## config.mk

```make
export PLATFORM = sky130hd
export DESIGN_NAME = multicycle_control
export DESIGN_NICKNAME = d
export VERILOG_FILES = /design/src/rtl/multicycle_pkg.sv /design/src/rtl/multicycle_ctrl_decode.sv /design/src/rtl/multicycle_control.sv
export SDC_FILE = /design/constraint.sdc
export NUM_CORES = 1
export LEC_CHECK = 0
export BUFFER_PORTS_ARGS = -buffer_cell sky130_fd_sc_hd__clkbuf_2
export CORE_UTILIZATION = 45
export DETAILED_ROUTE_END_ITERATION = 8
export PLACE_DENSITY = 0.78
export SETUP_SLACK_MARGIN = 0.02
export SYNTH_ARGS = -nofsm -noshare
export SYNTH_HDL_FRONTEND = slang
export SYNTH_SLANG_ARGS = --single-unit
```

## constraint.sdc

```tcl
create_clock -name clk -period 2.15 [get_ports clk]
set_input_delay 0.215 -clock clk [delete_from_list [all_inputs] [get_ports clk]]
set_output_delay 0.215 -clock clk [all_outputs]
set_load 0.005 [all_outputs]
```

## src/rtl/multicycle_pkg.sv

```systemverilog
// Shared types and encodings for the multicycle MIPS control sequencer.
package multicycle_pkg;

    // Sequencer states; IDLE must stay at zero so a cleared register reads IDLE.
    typedef enum logic [3:0] {
        IDLE    = 4'd0,
        FETCH   = 4'd1,
        DECODE  = 4'd2,
        MEMADR  = 4'd3,
        MEMRD   = 4'd4,
        MEMWB   = 4'd5,
        MEMWR   = 4'd6,
        EXEC    = 4'd7,
        ALUWB   = 4'd8,
        BRANCH  = 4'd9,
        ADDIEX  = 4'd10,
        ADDIWB  = 4'd11,
        JUMP    = 4'd12,
        ILLEGAL = 4'd13
    } state_t;

    // Supported primary opcodes (IR[31:26]).
    localparam logic [5:0] OP_RTYPE = 6'b000000;
    localparam logic [5:0] OP_J     = 6'b000010;
    localparam logic [5:0] OP_BEQ   = 6'b000100;
    localparam logic [5:0] OP_ADDI  = 6'b001000;
    localparam logic [5:0] OP_LW    = 6'b100011;
    localparam logic [5:0] OP_SW    = 6'b101011;

    // ALU operation select.
    typedef enum logic [2:0] {
        ALU_ADD   = 3'b000,
        ALU_SUB   = 3'b001,
        ALU_FUNCT = 3'b010
    } alu_op_t;

    // ALU B operand select.
    typedef enum logic [1:0] {
        SRCB_REG    = 2'b00,
        SRCB_FOUR   = 2'b01,
        SRCB_IMM    = 2'b10,
        SRCB_IMM_SH = 2'b11
    } alu_src_b_t;

    // PC source select.
    typedef enum logic [1:0] {
        PC_ALU    = 2'b00,
        PC_ALUOUT = 2'b01,
        PC_JUMP   = 2'b10
    } pc_src_t;

    // Complete set of datapath controls driven each cycle.
    typedef struct packed {
        logic       mem_req;
        logic       mem_we;
        logic       i_or_d;
        logic       ir_write;
        logic       pc_write;
        logic       pc_write_cond;
        pc_src_t    pc_src;
        logic       alu_src_a;
        alu_src_b_t alu_src_b;
        alu_op_t    alu_op;
        logic       reg_dst;
        logic       mem_to_reg;
        logic       reg_write;
        logic       retire;
    } ctrl_t;

    // State following DECODE for a given opcode; unknown opcodes trap.
    function automatic state_t dispatch(input logic [5:0] op);
        state_t nxt;
        case (op)
            OP_LW, OP_SW: nxt = MEMADR;
            OP_RTYPE:     nxt = EXEC;
            OP_BEQ:       nxt = BRANCH;
            OP_ADDI:      nxt = ADDIEX;
            OP_J:         nxt = JUMP;
            default:      nxt = ILLEGAL;
        endcase
        return nxt;
    endfunction

endpackage

```

## src/rtl/multicycle_ctrl_decode.sv

```systemverilog
// Combinational control decode: current state (plus mem_ready in the
// memory-wait states) to every datapath select and strobe.
module multicycle_ctrl_decode
    import multicycle_pkg::*;
(
    input  state_t state,
    input  logic   mem_ready,
    output ctrl_t  ctrl
);

    // Everything defaults to 0; each state raises only what it needs.
    always_comb begin
        ctrl = '0;
        case (state)
            FETCH: begin
                ctrl.mem_req   = 1'b1;
                ctrl.i_or_d    = 1'b0;
                ctrl.alu_src_a = 1'b0;
                ctrl.alu_src_b = SRCB_FOUR;
                ctrl.alu_op    = ALU_ADD;
                ctrl.pc_src    = PC_ALU;
                // Only latch IR / advance PC when the read data is actually there.
                ctrl.ir_write  = mem_ready;
                ctrl.pc_write  = mem_ready;
            end
            DECODE: begin
                // Branch target precomputed into ALUOut while opcode is decoded.
                ctrl.alu_src_a = 1'b0;
                ctrl.alu_src_b = SRCB_IMM_SH;
                ctrl.alu_op    = ALU_ADD;
            end
            MEMADR: begin
                ctrl.alu_src_a = 1'b1;
                ctrl.alu_src_b = SRCB_IMM;
                ctrl.alu_op    = ALU_ADD;
            end
            MEMRD: begin
                ctrl.mem_req = 1'b1;
                ctrl.i_or_d  = 1'b1;
            end
            MEMWB: begin
                ctrl.reg_write  = 1'b1;
                ctrl.mem_to_reg = 1'b1;
                ctrl.reg_dst    = 1'b0;
                ctrl.retire     = 1'b1;
            end
            MEMWR: begin
                ctrl.mem_req = 1'b1;
                ctrl.mem_we  = 1'b1;
                ctrl.i_or_d  = 1'b1;
                // The store completes (and retires) only in the ready cycle.
                ctrl.retire  = mem_ready;
            end
            EXEC: begin
                ctrl.alu_src_a = 1'b1;
                ctrl.alu_src_b = SRCB_REG;
                ctrl.alu_op    = ALU_FUNCT;
            end
            ALUWB: begin
                ctrl.reg_dst    = 1'b1;
                ctrl.reg_write  = 1'b1;
                ctrl.mem_to_reg = 1'b0;
                ctrl.retire     = 1'b1;
            end
            BRANCH: begin
                ctrl.alu_src_a     = 1'b1;
                ctrl.alu_src_b     = SRCB_REG;
                ctrl.alu_op        = ALU_SUB;
                ctrl.pc_write_cond = 1'b1;
                ctrl.pc_src        = PC_ALUOUT;
                ctrl.retire        = 1'b1;
            end
            ADDIEX: begin
                ctrl.alu_src_a = 1'b1;
                ctrl.alu_src_b = SRCB_IMM;
                ctrl.alu_op    = ALU_ADD;
            end
            ADDIWB: begin
                ctrl.reg_dst    = 1'b0;
                ctrl.reg_write  = 1'b1;
                ctrl.mem_to_reg = 1'b0;
                ctrl.retire     = 1'b1;
            end
            JUMP: begin
                ctrl.pc_write = 1'b1;
                ctrl.pc_src   = PC_JUMP;
                ctrl.retire   = 1'b1;
            end
            default: begin
                // IDLE and ILLEGAL drive nothing.
                ctrl = '0;
            end
        endcase
    end

endmodule

```

## src/rtl/multicycle_control.sv

```systemverilog
// Multicycle MIPS control sequencer: state register, next-state logic,
// retired-instruction counter and sticky illegal-opcode flag.
module multicycle_control
    import multicycle_pkg::*;
#(
    parameter int CNT_W = 32
) (
    input  logic             clk,
    input  logic             rst_n,
    input  logic [5:0]       opcode,
    input  logic             mem_ready,
    output logic             mem_req,
    output logic             mem_we,
    output logic             i_or_d,
    output logic             ir_write,
    output logic             pc_write,
    output logic             pc_write_cond,
    output logic [1:0]       pc_src,
    output logic             alu_src_a,
    output logic [1:0]       alu_src_b,
    output logic [2:0]       alu_op,
    output logic             reg_dst,
    output logic             mem_to_reg,
    output logic             reg_write,
    output logic             retire,
    output logic [CNT_W-1:0] instr_count,
    output logic             illegal,
    output logic [3:0]       state_o
);

    state_t           state_reg;
    state_t           state_next;
    ctrl_t            ctrl;
    logic [CNT_W-1:0] count_reg;
    logic             illegal_reg;

    // State register; reset drops straight to IDLE so no strobe survives it.
    always_ff @(posedge clk or negedge rst_n) begin
        if (!rst_n) begin
            state_reg <= IDLE;
        end else begin
            state_reg <= state_next;
        end
    end

    // Next-state sequencing; memory states hold until mem_ready.
    always_comb begin
        state_next = state_reg;
        case (state_reg)
            IDLE:    state_next = FETCH;
            FETCH:   state_next = mem_ready ? DECODE : FETCH;
            DECODE:  state_next = dispatch(opcode);
            MEMADR:  state_next = (opcode == OP_SW) ? MEMWR : MEMRD;
            MEMRD:   state_next = mem_ready ? MEMWB : MEMRD;
            MEMWB:   state_next = FETCH;
            MEMWR:   state_next = mem_ready ? FETCH : MEMWR;
            EXEC:    state_next = ALUWB;
            ALUWB:   state_next = FETCH;
            BRANCH:  state_next = FETCH;
            ADDIEX:  state_next = ADDIWB;
            ADDIWB:  state_next = FETCH;
            JUMP:    state_next = FETCH;
            ILLEGAL: state_next = ILLEGAL;
            default: state_next = IDLE;
        endcase
    end

    // Control outputs are a pure function of state (and mem_ready).
    multicycle_ctrl_decode u_decode (
        .state     (state_reg),
        .mem_ready (mem_ready),
        .ctrl      (ctrl)
    );

    // Retired-instruction counter; wraps naturally at 2^CNT_W.
    always_ff @(posedge clk or negedge rst_n) begin
        if (!rst_n) begin
            count_reg <= '0;
        end else if (ctrl.retire) begin
            count_reg <= count_reg + CNT_W'(1);
        end
    end

    // Sticky flag, raised on entry to the trap state; only reset clears it.
    always_ff @(posedge clk or negedge rst_n) begin
        if (!rst_n) begin
            illegal_reg <= 1'b0;
        end else if (state_next == ILLEGAL) begin
            illegal_reg <= 1'b1;
        end
    end

    assign mem_req       = ctrl.mem_req;
    assign mem_we        = ctrl.mem_we;
    assign i_or_d        = ctrl.i_or_d;
    assign ir_write      = ctrl.ir_write;
    assign pc_write      = ctrl.pc_write;
    assign pc_write_cond = ctrl.pc_write_cond;
    assign pc_src        = ctrl.pc_src;
    assign alu_src_a     = ctrl.alu_src_a;
    assign alu_src_b     = ctrl.alu_src_b;
    assign alu_op        = ctrl.alu_op;
    assign reg_dst       = ctrl.reg_dst;
    assign mem_to_reg    = ctrl.mem_to_reg;
    assign reg_write     = ctrl.reg_write;
    assign retire        = ctrl.retire;
    assign instr_count   = count_reg;
    assign illegal       = illegal_reg;
    assign state_o       = state_reg;

endmodule
```

; ---- Word level (Yosys, flattened, before mapping)
; Index checks and enable logic that the tools add are counted.
[word_totals]
regBits = 37
input_bits = 9
output_inout_bits = 55
elab_cells = 47
[op_classes]
add_sub_neg = 1
n_eq_ne = 19
n_mux = 16
reduce_logical = 8
[op_table]
columns = op, count
row1 = $pmux 4 s9, 1
row2 = $add 32x1->32 const B, 1
row3 = $pmux 6 s5, 1
row4 = $eq 4x4->1 const B, 7
row5 = $pmux 4 s5, 1
row6 = $eq 4x3->1 const B, 4
row7 = $eq 6x6->1 const B, 2
row8 = $pmux 3 s3, 1
row9 = $eq 4x2->1 const B, 2
row10 = $eq 6x2->1 const B, 1
row11 = $eq 6x3->1 const B, 1
row12 = $eq 6x4->1 const B, 1
row13 = $logic_not 6->1, 1
row14 = $mux 1, 6
row15 = $reduce_or 2->1, 3
row16 = $reduce_or 6->1, 1
row17 = $reduce_or 5->1, 1
row18 = $eq 4x1->1 const B, 1
row19 = $logic_not 4->1, 1
row20 = $mux 2, 2
row21 = $pmux 1 s2, 2
row22 = $pmux 2 s2, 1
row23 = $mux 3, 1
row24 = $reduce_or 3->1, 1

; ---- Logic depth before layout (Yosys ltp)
; Gate-level depths: netlist (run 1).
[logic_depth]
ltp_word = 5
depth_mapped = 6
mapped_depth_nobuf = 5

; ---- By module
; From an unflattened synthesis (run 1), not the netlist that was laid out.
[hier_totals]
hier_cells = 211
hier_area_um2 = 2065.7
[modules_own_cells]
columns = mod, n_inst, cells_each, area_per_inst_um2, seq_area_each_um2
row1 = multicycle_control, 1, 170, 1826.8, 925.9
row2 = multicycle_ctrl_decode, 1, 41, 239.0, 0.0

; ---- Worst setup path after synthesis (run 1)
; OpenSTA, ideal clock, no wires.
[synth_path]
kind = register to register
from = reg state_reg[3], in the netlist state_o[3]
to = reg count_reg[19], in the netlist instr_count[19]
setup_time_ps = 124
arrival_time_ps = 1677
t_required_ps = 2026
setup_slack_ps = 349
path_stages_with_launch = 6
n_path_buf = 0
period_less_slack_ps = 1801
path_cell_list = dfrtp_1 -> and4bb_1 -> a22o_4 -> o21ai_2 -> or4_4 -> xnor2_2
[synth_between]
elab_chain_len = 3
elab_cells_between_ends = 8
classes_between = 6 x eq/ne / 1 x mux / 1 x reduce/logical
[synth_rtl]
columns = element, line
row1 = "start, declared", multicycle_control.sv:31  ; state_t state_reg;
row2 = "start signal, assigned", multicycle_control.sv:42  ; state_reg <= state_next;
row3 = $eq 4x3->1 or $eq 4x4->1 (tied branches), multicycle_ctrl_decode.sv:14  ; case (state)
row4 = $reduce_or 5->1 (no line), --
row5 = $pmux 1 s2 *, multicycle_ctrl_decode.sv:14
row6 = "end signal, assigned", multicycle_control.sv:80  ; count_reg <= count_reg + CNT_W'(1);
row7 = "end, declared", multicycle_control.sv:34  ; logic [CNT_W-1:0] count_reg;
; Every way passes the cells marked *; elsewhere a longest branch is shown, timed or not.
; A chain may end at the register's enable or synchronous reset.

; ---- Worst setup path in the final report (run 1)
[layout_path]
from = reg state_reg[3], in the netlist state_o[3]
to = out retire
[layout_between]
elab_chain_len = 3
elab_cells_between_ends = 8
classes_between = 6 x eq/ne / 1 x mux / 1 x reduce/logical
[layout_rtl]
columns = element, line
row1 = $eq 4x3->1 or $eq 4x4->1 (tied branches), multicycle_ctrl_decode.sv:14
row2 = $reduce_or 5->1 (no line), --
row3 = $pmux 1 s2 *, multicycle_ctrl_decode.sv:14
row4 = "end, declared", multicycle_control.sv:25  ; output logic retire,
; Marks and branches as above.

==> results by group, run 1 <==
Outcome
  • Outcome: finished with violations
  • Failing checks: DRC

Timing
  • Min Clock Period, post-route: slightly below 2 ns
  • Period utilisation layout: 0.908
  • Fin. max-slew vios: 0
  • RSZ-0062 raised after global routing: false
  • Fin. Hold Viols: 0
  • FMAX: between 500 and 600 MHz
  • TNS Setup: 0 ns
  • Setup-violating endpoint count in the final report: 0
  • Clock skew: ~0.004 ns

Worst setup path
  • Worst setup EP type: output pin
  • Slowest CP cell: dfrtp_1
  • Critical path peak fanout: 7
  • WP buf/inv: 1
  • Crit-path max cell delay: 0.42 ns
  • FF-to-FF setup slack: 0.25 ns
  • Worst setup SP type: flop
  • Cell breakdown of the critical path: nand3b_1, a21oi_4, or2_1, clkbuf_2
  • Arrival time worst endpoint: between 1.5 and 2 ns
  • Delay-heaviest family, CP: simple AND/OR/NAND/NOR gates
  • WP data required: between 1.5 and 2 ns
  • Crit Path Class: reg2out

Clock tree
  • Maximum clock insertion buffer count: 2
  • Htree depth: 2
  • Post-CTS setup buffer count: 0
  • CTS root buf: clkbuf_8
  • CTS sink cnt: 37
  • Cts-stage hold buffer count: 1
  • Post_cts resized: 0
  • CTS Buf Count: 5
  • Clk_lat worst skew: between 0.2 and 0.3 ns
  • CTS clock-pin slew for the worst setup and hold paths: around 0.070 ns
  • CTS tree: yes

Finish
  • Nets: between 200 and 300
  • Antenna fix cells: 0
  • Synth-to-Final Area Change: 24.7%
  • Final Util: 0.595
  • Layout cells sized above 1: 0.313
  • Max FFs per register: 32

Detailed routing
  • Post-route ant nets: 0
  • Final wirelength: about 4700 µm
  • DRC: 13
  • First-pass detailed-route iteration total: 6
  • Iter 0 DRT Violations: 73
  • Via Count: about 1800
  • Vias per std cell: approximately 5.4
  • Drt wl/cell: 13.9 µm

Logic synthesis
  • Asr flop ratio synth: 1.00
  • Ranking of synthesized cells by area: dfrtp_1, xnor2_1, xor2_1
  • Post-Syn Area per Cell: between 9 and 10 µm²
  • Area fraction of the dominant cell type after synthesis: 0.437
  • Post-Syn Area: ~2100 µm²
  • Synth Flop Type: dfrtp_1
  • Synth Area in Compound Gates: 0.119
  • Mux cell area share after synthesis: 0.0124
  • Commonest cells in the netlist: dfrtp_1, xnor2_1, nor2_1
  • Yosys reg bits: 37
  • Post-Synth Adder-Cell Area: 0.00590
  • Post-Synth Simple-Gate Area: 0.250
  • Yosys top cell by area: dfrtp_1
  • Seq/Total Area, Yosys: 0.437
  • Synth Warn #: 0
  • Cell with the most instances after synthesis: dfrtp_1
  • Post-synthesis xor/xnor area fraction: 0.140
  • Cells after synthesis: roughly 220
  • Synth cell types: 53
  • Largest family of logic cells by synthesized area: simple AND/OR/NAND/NOR gates
  • Post-synth EDFFs: 0
  • Syn Nets: about 230

Power
  • Power per cell area: approximately 1000 nW/µm²
  • Peak supply drop: ~650 µV
  • Leak: between 1 and 1.5 nW

Floorplanning
  • Die area: approximately 5000 µm²
  • Initial Utilization: 0.477
  • Die H: just over 70 µm
  • Chip width: roughly 70 µm
  • Io pins: 64
  • Site row count: 24
  • Core area: between 4000 and 5000 µm²

Placement
  • I/O Buffers: 62
  • Placer congestion estimate: between 0.8 and 0.9
  • Post-DP HPWL: roughly 3400 µm

Job
  • MaxCap Viol Count: 0

Global routing
  • Overall routing resource usage: 0.199
  • Pin count of the biggest net entering global routing: 38
  • Vias in the first global route: roughly 1700
  • First-pass GRT wire length: between 7000 and 8000 µm
  • Initial antenna violation count: 0
  • Gr ovfl total: 0

Worst hold path
  • Hold Crit Class: in2reg
-- final timing paths --
check	from	end	depth (start not counted)
setup / recovery	state_o[3]	retire	4
setup reg to reg	state_o[3]	instr_count[19]	5
hold / removal	opcode[4]	state_o[1]	4
hold reg to reg	illegal	illegal	1
min in group asynchronous	rst_n	instr_count[0]	3
max in group asynchronous	rst_n	illegal	3
-- metal layers --
layer | vias up | global-route usage | routed length, µm
li1 | 910 | - | -
met1 | 856 | 0.267 | 2180
met2 | 67 | 0.310 | 2180
met3 | 13 | 0.0356 | 252
met4 | 0 | 0.107 | 127
met5 | - | 0 | 0
-- placed cells by master (no fill, tap or decap), types with 2 or more instances in the layout --
master / count
bufinv_16: 2
a211oi_1: 3
nand2b_1: 6
o22ai_1: 3
nand3_1: 16
clkbuf_2: 62
o211ai_1: 2
xnor2_1: 19
clkbuf_8: 5
a31o_2: 2
xor2_1: 13
dfrtp_1: 37
nor2_1: 18
or2_2: 2
o21ai_0: 5
and3_1: 4
a21oi_1: 3
nor4_1: 4
nand4_1: 10
nand2_1: 13
inv_1: 9
buf_4: 6
and4_1: 3
nor3_1: 7
nor2b_1: 4
-- power breakdown --
part | switching [W] | leakage, nW | internal [W]
Sequential | 0.000115 | 0.480 | 0.000786
Clock | 0.000253 | 0.0681 | 0.000461
Combinational | 0.000567 | 0.788 | 0.000474
Total | 0.000935 | 1.34 | 0.00172
-- worst register-to-register path, stage by stage, from the launching register on --
cell      delay, ns
dfrtp_1        0.42
nand3b_1       0.28
a21oi_4        0.31
o21ai_2        0.11
or4_4          0.53
xnor2_2        0.14
-- cells by family (layout without fill, tap and decap cells) --
family	count (synthesis)	in the layout
simple gates	97	97
flops	37	37
xor+xnor	33	33
compound gates	31	31
buf+inv	17	86
mux	2	2
fa+ha+maj	1	1
other cells	1	1
-- per-stage QoR --
stage               cells  total power (W)  hold slack (ns)  area, µm²  setup slack, ns
global placement      331          0.00192            0.279       2500            0.360
floorplan             219          0.00157          -0.0806       2120            0.349
detailed placement    331          0.00195            0.284       2500            0.275
finish                340          0.00266            0.360       2650            0.199
global route          340          0.00282            0.385       2650            0.124
CTS                   340          0.00267            0.342       2650            0.191
-- final cells by class --
cell class | count | area [µm²]
well taps | 52 | 65.1
repair buffers | 69 | 365
inverters | 9 | 33.8
multi-input cells | 165 | 1120
clock inverters | 3 | 65.1
fillers | 392 | 1800
clock buffers | 5 | 68.8
flip-flops and latches | 37 | 926
(Power assumes the default switching activity.)
==> run 2, diff against run 1 <==
- CELL_PAD_IN_SITES_DETAIL_PLACEMENT: not set -> 0
- CELL_PAD_IN_SITES_GLOBAL_PLACEMENT: not set -> 1
- CORE_UTILIZATION: 45 -> 38
- PLACE_DENSITY: 0.78 -> 0.86
==> run 2 against run 1 <==
The run now ends clean. Clock-buffer cell count up 3. Total power decreased by 9.6%. Routed wire length is 1.4% higher. Core utilization fell by 9.9 points. Critical path depth up 1. Clock skew rose by 0.00070 ns. Worst hold slack lost 0.32 ns. Flip-flop and latch count unchanged. Critical endpoint is now alu_src_a.
==> results by group, run 2 (synthesis results as in run 1) <==
Finish
  • Final Util: 0.496 (-0.0995)
  • Commonest non-fill, non-tap cells in the layout: clkbuf_2, dfrtp_1, xnor2_1
  • Antenna fix cells: 0 (unchanged)
  • Synth-to-Final Area Change: 22.4%
  • Design Area, Final: 2600 µm² (-1.8%)
  • Max FFs per register: 32 (unchanged)
  • Nets: 295 (-0.67%)
  • Most common cell after layout, fill and taps aside: clkbuf_2
  • Layout cells sized above 1: 0.301 (-0.0118)
  • Filler cell count in the final layout: 521 (+33%)

Clock tree
  • CTS tree: yes
  • Htree depth: 2 (unchanged)
  • Post_cts resized: 0 (unchanged)
  • CTS Buf Count: 5 (unchanged)
  • CTS root buf: clkbuf_8
  • Post-CTS setup buffer count: 0 (unchanged)
  • CTS sink cnt: 37 (unchanged)
  • CTS clock-pin slew for the worst setup and hold paths: 0.07 ns (about the same)
  • Cts-stage hold buffer count: 0 (-1)
  • Maximum clock insertion buffer count: 2 (unchanged)
  • Clk_lat worst skew: 0.29 ns (about the same)

Timing
  • Relative slew margins: 0.409
  • Clock skew: 0.00481 ns (+0.000702 ns)
  • Worst Tran Pin Value: a little under 0.9 ns
  • Setup-violating endpoint count in the final report: 0 (unchanged)
  • TNS Setup: 0 ns (unchanged)
  • Fin. max-slew vios: 0 (unchanged)
  • Period utilisation layout: 0.919 (+0.0115)
  • Fin. Hold Viols: 0 (unchanged)
  • Min Clock Period, post-route: 1.98 ns (+0.0248 ns)
  • RSZ-0062 raised after global routing: false
  • FMAX: 506 MHz (-1.3%)

Power
  • Clk pwr share: 0.191 (-0.078)
  • Peak supply drop: 630 µV (-2.9%)
  • Power per cell area: 925 nW/µm² (-7.9%)
  • Leak: 1.30 nW (-2.8%)
  • Switching fraction of total power: 0.381 (+0.0289)
  • Internal Power: 0.00149 W (-14%)
  • P_sw: 0.000915 W (-2.1%)
  • Seq pwr share: 0.381 (+0.042)
  • Logic pwr share: 0.428 (+0.036)

Global routing
  • Vias in the first global route: 1652 (+0.12%)
  • Overall routing resource usage: 0.170 (-0.0291)
  • Initial antenna violation count: 0 (unchanged)
  • Gr ovfl total: 0 (unchanged)
  • First-pass GRT wire length: 8070 µm (+4.5%)
  • Pin count of the biggest net entering global routing: 38 (unchanged)

Detailed routing
  • Iter 0 DRT Violations: 58 (-21%)
  • Vias per std cell: 5.07 (-6.6%)
  • First-pass detailed-route iteration total: 4 (-2)
  • Via Count: 1806 (-2.2%)
  • Final wirelength: 4800 µm (+1.4%)
  • DRC: 0 (-13)
  • Drt wl/cell: 13.5 µm (-3.1%)
  • Post-route ant nets: 0 (unchanged)

Outcome
  • Outcome: complete, no violations

Placement
  • Placer congestion estimate: 0.809 (-0.44%)
  • Dpl cell area: 2520 µm² (+0.60%)
  • I/O Buffers: 62 (unchanged)
  • Post-DP HPWL: 3690 µm (+8.0%)

Worst setup path
  • Crit Path Class: reg2out
  • FF-to-FF setup slack: 0.24 ns (about the same)
  • Worst setup EP type: output pin
  • Arrival time worst endpoint: 1.76 ns (+0.02 ns)
  • Crit-path max cell delay: 0.42 ns (about the same)
  • Worst r2r src: state_o[3]
  • Capturing point of the worst reg2reg path: instr_count[19]
  • Slowest CP cell: dfrtp_1
  • Critical path peak fanout: 14 (+7)
  • Reg2reg path depth: 5 (unchanged)
  • Cell breakdown of the critical path: buf_4, nand2b_1, mux2_2, o22ai_1, clkbuf_2
  • Worst setup SP type: flop
  • WP data required: 1.93 ns (about the same)

Worst hold path
  • Hold Crit Class: in2async

Floorplanning
  • Initial Utilization: 0.405 (-0.0723)
  • Site row count: 26 (+8.3%)
  • Die H: 76.7 µm (+8.6%)
  • Die area: 5880 µm² (+18%)
  • Core area: 5240 µm² (+18%)
  • Io pins: 64 (unchanged)
  • Chip width: 76.7 µm (+8.6%)

Job
  • MaxCap Viol Count: 0 (unchanged)
==> run 2: changes by cell type in the layout (fill, tap and decap cells not counted), sizes merged <==
cell / delta
clkinv: -1
dlygate4sd3: -1
bufinv: -2
buf: -1
clkbuf: +3
==> run 2: power by group through the flow <==
stage / Combinational (W) / Clock, W / Sequential [W]
after floorplan: 0.000655 / 0 / 0.000916
after global placement: 0.00103 / 0 / 0.000924
after detailed placement: 0.00104 / 0 / 0.000928
after CTS: 0.00104 / 0.000477 / 0.000916
after global routing: 0.00114 / 0.000506 / 0.000932
final: 0.00103 / 0.000459 / 0.000916
==> run 2: worst max-delay path by stage <==
stage	from	to	slack (ns)	cells after the start
after detailed placement	state_o[3]	instr_count[19]	0.24	5
after global placement	state_o[3]	instr_count[19]	0.34	5
after floorplan	state_o[3]	instr_count[19]	0.35	5
after global routing	state_o[2]	alu_src_a	0.07	5
after CTS	state_o[2]	alu_src_a	0.15	5
final	state_o[2]	alu_src_a	0.17	5
==> run 2: metrics by stage <==
stage	setup WS (ns)	cells	hold slack (ns)	total power, W
2_1_floorplan	0.349	219	-0.0806	0.00157
3_3_place_gp	0.344	348	0.382	0.00195
3_5_place_dp	0.243	348	0.392	0.00196
4_1_cts	0.153	356	0.0784	0.00243
5_1_grt	0.0712	356	0.127	0.00258
6_report	0.174	356	0.0394	0.00240
==> run 2: final cells by class <==
class	count	area [µm²]	share of cell area
Multi-Input combinational cell	165	1120	0.432
Sequential cell	37	926	0.357
Timing Repair Buffer	67	348	0.134
Tap cell	70	87.6	0.0337
Clock buffer	8	80.1	0.0308
Inverter	9	33.8	0.0130
==> run 2: metal layers <==
metal  part of all wire  global-route usage  vias up
met1               0.49               0.251      840
met2               0.45               0.249       52
met5                  0                   0        -
met3              0.049              0.0393        6
met4              0.010              0.0404        0
li1                   -                   -      908
==> run 2: worst max-delay path, delay by kind of cell, from the launching register on <==
family / cells / cell delay [ns]
and+or+nand+nor: 1 / 0.26
AOI/OAI and AO/OA: 1 / 0.15
buffers and inverters: 2 / 0.34
DFF: 1 / 0.42
muxes: 1 / 0.31
